==> config.mk <==
export PLATFORM = sky130hd
export DESIGN_NAME = status_monitor_irq
export DESIGN_NICKNAME = d
export VERILOG_FILES = /design/src/rtl/status_monitor_irq.sv
export SDC_FILE = /design/constraint.sdc
export NUM_CORES = 1
export LEC_CHECK = 0
export CORE_UTILIZATION = 30
export DETAILED_ROUTE_END_ITERATION = 6
export GPL_TIMING_DRIVEN = 1
export PLACE_DENSITY = 0.66
export SLEW_MARGIN = 20
export SYNTH_ARGS = -nofsm -noshare
export SYNTH_HDL_FRONTEND = slang
export SYNTH_SLANG_ARGS = --single-unit
==> constraint.sdc <==
create_clock -name HF_CLK -period 2.5 [get_ports HF_CLK]
set_input_delay 0.25 -clock HF_CLK [delete_from_list [all_inputs] [get_ports HF_CLK]]
set_output_delay 0.25 -clock HF_CLK [all_outputs]
set_load 0.03 [all_outputs]
==> src/rtl/status_monitor_irq.sv <==
// Sticky status collector for saturation channels and system sources, with
// per-bit level/edge set, saturating per-channel event counters and IRQ outputs.
module status_monitor_irq #(
  parameter int unsigned N_CH  = 8,
  parameter int unsigned CFG_W = 16,
  parameter int unsigned CNT_W = 4
) (
  input  logic                  HF_CLK,
  input  logic                  RST_sync,
  input  logic                  ENSAMP_sync,
  input  logic [CFG_W-1:0]      CRCCFG,
  input  logic [N_CH-1:0]       AFERSTCH_sync,
  input  logic                  FIFO_OVERFLOW_sync,
  input  logic                  FIFO_UNDERFLOW_sync,
  input  logic                  ADCOVERFLOW,
  input  logic [N_CH-1:0]       SATDETECT_sync,
  input  logic [N_CH+4:0]       edge_mode,
  input  logic [N_CH+5:0]       irq_mask,
  input  logic                  status_clr_pulse,
  input  logic [N_CH+5:0]       status_clr_mask,
  output logic [N_CH+5:0]       status,
  output logic [N_CH*CNT_W-1:0] sat_count,
  output logic                  irq,
  output logic                  irq_pulse
);

  localparam int unsigned SW    = N_CH + 6;
  localparam int unsigned NS    = SW - 1;
  localparam int unsigned B_ADC = N_CH;
  localparam int unsigned B_OVF = N_CH + 1;
  localparam int unsigned B_UDF = N_CH + 2;
  localparam int unsigned B_ARS = N_CH + 3;
  localparam int unsigned B_CFG = N_CH + 4;
  localparam int unsigned B_ENS = N_CH + 5;
  localparam logic [CNT_W-1:0] CNT_MAX = '1;

  logic [NS-1:0]           src_c;
  logic [NS-1:0]           src_d;
  logic [NS-1:0]           evt_c;
  logic [NS-1:0]           clr_c;
  logic [SW-1:0]           status_next_c;
  logic [N_CH-1:0]         sat_rise_c;
  logic [N_CH*CNT_W-1:0]   sat_count_next_c;
  logic                    irq_next_c;
  logic                    irq_pulse_next_c;
  logic                    cfg_armed;
  logic [CFG_W-1:0]        crccfg_prev;
  logic                    unused_clr_msb_c;

  assign unused_clr_msb_c = status_clr_mask[SW-1];

  function automatic logic [CNT_W-1:0] sat_inc(input logic [CNT_W-1:0] v);
    return (v == CNT_MAX) ? v : v + CNT_W'(1);
  endfunction

  // Raw source levels; the CFGCHNG slot has no level source of its own.
  always_comb begin
    src_c        = '0;
    src_c[N_CH-1:0] = SATDETECT_sync;
    src_c[B_ADC] = ADCOVERFLOW;
    src_c[B_OVF] = FIFO_OVERFLOW_sync;
    src_c[B_UDF] = FIFO_UNDERFLOW_sync;
    src_c[B_ARS] = |AFERSTCH_sync;
    src_c[B_CFG] = 1'b0;
  end

  // Edge-mode bits mask out the cycles where the source was already high.
  always_comb begin
    evt_c        = src_c & ~(edge_mode & src_d);
    evt_c[B_CFG] = cfg_armed && (CRCCFG != crccfg_prev);
  end

  assign clr_c = {NS{status_clr_pulse}} & status_clr_mask[NS-1:0];

  // Set has priority over a same-cycle W1C.
  always_comb begin
    status_next_c         = '0;
    status_next_c[NS-1:0] = evt_c | (status[NS-1:0] & ~clr_c);
    status_next_c[B_ENS]  = ENSAMP_sync;
  end

  assign sat_rise_c = SATDETECT_sync & ~src_d[N_CH-1:0];

  // A clear coinciding with a new edge leaves the count at one.
  always_comb begin
    sat_count_next_c = sat_count;
    for (int unsigned i = 0; i < N_CH; i++) begin
      if (sat_rise_c[i]) begin
        sat_count_next_c[i*CNT_W +: CNT_W] =
          clr_c[i] ? CNT_W'(1) : sat_inc(sat_count[i*CNT_W +: CNT_W]);
      end else if (clr_c[i]) begin
        sat_count_next_c[i*CNT_W +: CNT_W] = '0;
      end
    end
  end

  assign irq_next_c       = |(status_next_c & irq_mask);
  assign irq_pulse_next_c = |(status_next_c[NS-1:0] & ~status[NS-1:0] & irq_mask[NS-1:0]);

  always_ff @(posedge HF_CLK or posedge RST_sync) begin
    if (RST_sync) begin
      status      <= '0;
      sat_count   <= '0;
      irq         <= 1'b0;
      irq_pulse   <= 1'b0;
      src_d       <= '0;
      cfg_armed   <= 1'b0;
      crccfg_prev <= '0;
    end else begin
      status      <= status_next_c;
      sat_count   <= sat_count_next_c;
      irq         <= irq_next_c;
      irq_pulse   <= irq_pulse_next_c;
      src_d       <= src_c;
      cfg_armed   <= 1'b1;
      crccfg_prev <= CRCCFG;
    end
  end

endmodule

==> results list <==
- The wire-length estimate of the detail-placed layout is 7040 µm.
- Arrival time of data at the critical path endpoint: roughly 1.5 ns
- Count of final setup violators: 0
- Detailed routing inserted a total of about 3,000 vias.
- Root Driver: sky130_fd_sc_hd__clkbuf_16
* Class of the worst hold path: primary input to asynchronous set/reset pin
* Die outline height: 109 µm
- The repair_antennas step left the layout with diodes totalling 0.
* Share of flip-flops with an asynchronous set or reset: 100%
- Flip-flop and latch count after synthesis: between 70 and 80
- Fill cells in the final layout number between 1,000 and 1,500.
* Maximum clock frequency: approximately 580 MHz
* DRC errors left: 0
- First DRT Iteration DRCs: around 130
- Per report_power, the clock group accounts for between 30% and 40% of the total.
* Number of detailed-route iterations in the first pass: 4
- The worst setup path is launched from a register.
- Of all nets on the critical path, the largest fanout is 4.
- Path type of the worst setup path: register to output port
- Final RePlAce weighted congestion: between 0.8 and 0.9
- CTS tree: done
* Core Area: 11,000 µm²
- Gates resized during post-CTS repair numbered 0.
- Setup crit end kind: output port
* Clock sinks: 77
* Number of nets in the finished design: between 500 and 600
- Post-CTS timing repair inserted 0 buffers for setup.
- Number of distinct library cells after synthesis: 34
- Worst voltage drop across the vdd grid: around 0.36 mV
* Final sum of negative setup slack: 0 ns
- P_leak: around 0.0022 µW
- The via count of the first global-routing pass is between 3,000 and 4,000.
- Entering global routing, the biggest net connects 60 pins.
- A synthesized cell averages 10.9 µm².
* Crit path required time: 2.25 ns
* Ratio of cells with drive above 1 in the final layout: slightly above 5%
- Number of enable flip-flop cells after synthesis: 0
- The die is ~110 µm wide.
* Internal power: approximately 2600 µW
* Routed via count divided by cell count: 4.97
- IO buf count: approximately 130
- Subtracting the final worst setup slack from the clock period gives between 1.5 and 2 ns.
- For this configuration, the core starts out at a cell density of roughly a third.
- Area Growth Syn to Fin: 50.0%
* Number of violations of the max-capacitance limit: 0
- Once layout is complete, the cells apart from fillers number about 600.
* Final cycle utilization of the critical path: roughly 69%
* Global-route wire length before repair: around 15,000 µm
- The hold violation total from the final report was 0.
* Max H-tree Level: 3
- Clock-pin slew on the worst setup and hold paths: ~0.060 ns
- Gate count of the mapped netlist: approximately 320
* Number of pins exceeding their max-slew limit in the final report: 0
* Worst-path cell with the longest stage delay: sky130_fd_sc_hd__clkdlybuf4s50_1
- Crit path buffers/inverters: 1
- In this run the deepest clock path goes through 2 buffers.
* Sequential area share after synthesis: between 50% and 60%
- Clk_lat worst skew: 0.33 ns
- Yosys top cell area share: 55.6%
- Antenna violations before repair: 0
* Total die area: about 12,000 µm²
* Warnings, synthesis: 0
* Synthesized area: 3470 µm²
* Crit-path leading delay family: buffers and inverters
* Site row count: 38
- In this run, CTS created clock tree buffers numbering 9.
- Clock tree skew after final layout: between 0.003 and 0.004 ns
- For this design the total switching power over the nets is between 1000 and 1500 µW.
* Sequential cell fraction of total power: ~41%
- In this design, the stage delay of the slowest critical-path cell is a little over 0.7 ns.
- Ranked by total cell area, the synthesized netlist is headed by sky130_fd_sc_hd__dfrtp_1 56%, sky130_fd_sc_hd__nand3_1 6.6%, sky130_fd_sc_hd__xor2_1 4.5%.
* Antenna violation net count after detailed routing: 0
- The commonest cells after synthesis are 77 x sky130_fd_sc_hd__dfrtp_1, 46 x sky130_fd_sc_hd__nand3_1, 35 x sky130_fd_sc_hd__nand2_1.
- Among all flip-flop cells after synthesis, the most frequent one is sky130_fd_sc_hd__dfrtp_1.
* Pwr/cell area: ~690 nW/µm²
- The signal on the critical path passes through clkdlybuf4s50_1.
* Part of the power in combinational logic: between 20 and 25%
- In this run, placement finished with an instance count of 581.
* Cell with the most instances after synthesis: sky130_fd_sc_hd__dfrtp_1
- Routed length per placed instance: ~15 µm
* Total congestion overflow: 0
- Switching portion of total power: ~28%
- Summing internal, switching and leakage power gives 3570 µW.
- Final wirelength: around 9000 µm
* Most area-hungry cell type in the Yosys netlist: sky130_fd_sc_hd__dfrtp_1
* RSZ-0062 raised after global routing: false
- The number of nets handed over by synthesis was around 410.
- The flow ran to the end, and the final reports show no timing, DRC or antenna violations.
* I/O pins: approximately 130
- The number of hold buffers added after CTS was 0.
- Total global routing track utilization: around 16%
## final cells by class
| class | instances | area, µm² | share of cell area [%] |
|---|---|---|---|
| timing repair buffer | 128 | 1280 | 24.7 |
| tap | 140 | 175 | 3.37 |
| inverter | 1 | 5.00 | 0.0963 |
| sequential | 77 | 1930 | 37.1 |
| clock buffer | 11 | 253 | 4.86 |
| multi-input combinational | 235 | 1510 | 29.0 |
| clock inverter | 4 | 47.5 | 0.915 |
## routing by layer
metal / up-vias / track usage (%) / routed length, µm
met3: 11 / 3.62 / 533
met4: 0 / 7.05 / 152
met5: - / 0 / 0
li1: 1449 / - / -
met2: 83 / 26.5 / 4280
met1: 1420 / 20.8 / 4230
## worst paths after layout
check                                 startpoint            to  slack [ns]  cells after the start
worst max register to register    crccfg_prev[6]           irq        1.00                      5
worst max-delay path                   status[4]     status[4]        0.76                      1
min in group HF_CLK             status_clr_pulse    status[12]        0.31                      3
worst min register to register         cfg_armed    status[12]        0.51                      1
max in group asynchronous               RST_sync     status[8]        1.66                      3
worst min-delay path                    RST_sync  sat_count[2]        0.21                      2
## registers in the layout (all words and copies together), names as in the netlist
| name | cells |
|---|---|
| sat_count | 32 |
| crccfg_prev | 16 |
| status | 14 |
| src_d | 12 |
| cfg_armed | 1 |
| irq | 1 |
| irq_pulse | 1 |
## stage by stage
stage / area [µm²] / setup slack (ns) / util [%] / hold WS (ns)
floorplan: 3470 / 0.283 / - / 0.281
CTS: 5200 / 0.759 / 47.1 / 0.215
global route: 5200 / 0.720 / 47.1 / 0.232
detailed placement: 4900 / 0.602 / 44.4 / 0.497
global placement: 4900 / 0.633 / 44.4 / 0.488
finish: 5200 / 0.763 / 47.1 / 0.209
## cell usage in the layout, fill, tap and decap left out, drive strengths merged, types with 7 or more instances in the layout
| cell | n |
|---|---|
| a22o | 11 |
| a21oi | 24 |
| mux2i | 8 |
| nand3 | 46 |
| o211ai | 8 |
| nor2b | 8 |
| xor2 | 18 |
| nor2 | 10 |
| ha | 8 |
| nand2 | 36 |
| xnor2 | 7 |
| dfrtp | 77 |
| nor4 | 8 |
| clkbuf | 11 |
| clkdlybuf4s50 | 124 |
## power groups by stage
stage | clock network (µW) | logic [µW] | registers (µW)
after floorplan | 0 | 237 | 1650
after global placement | 0 | 789 | 1490
after detailed placement | 0 | 804 | 1490
after CTS | 1350 | 806 | 1470
after global routing | 1390 | 863 | 1490
final | 1310 | 797 | 1470
## kinds of logic after synthesis
| family | after synthesis | share of synthesized area (%) |
|---|---|---|
| fa+ha+maj | 8 | 2.89 |
| simple gates | 130 | 19.6 |
| xor+xnor | 25 | 6.32 |
| buf+inv | 5 | 0.866 |
| mux | 8 | 2.31 |
| flops | 77 | 55.6 |
| compound gates | 63 | 12.3 |
| other cells | 1 | 0.108 |
No activity file was read; power rests on OpenSTA's default activity.
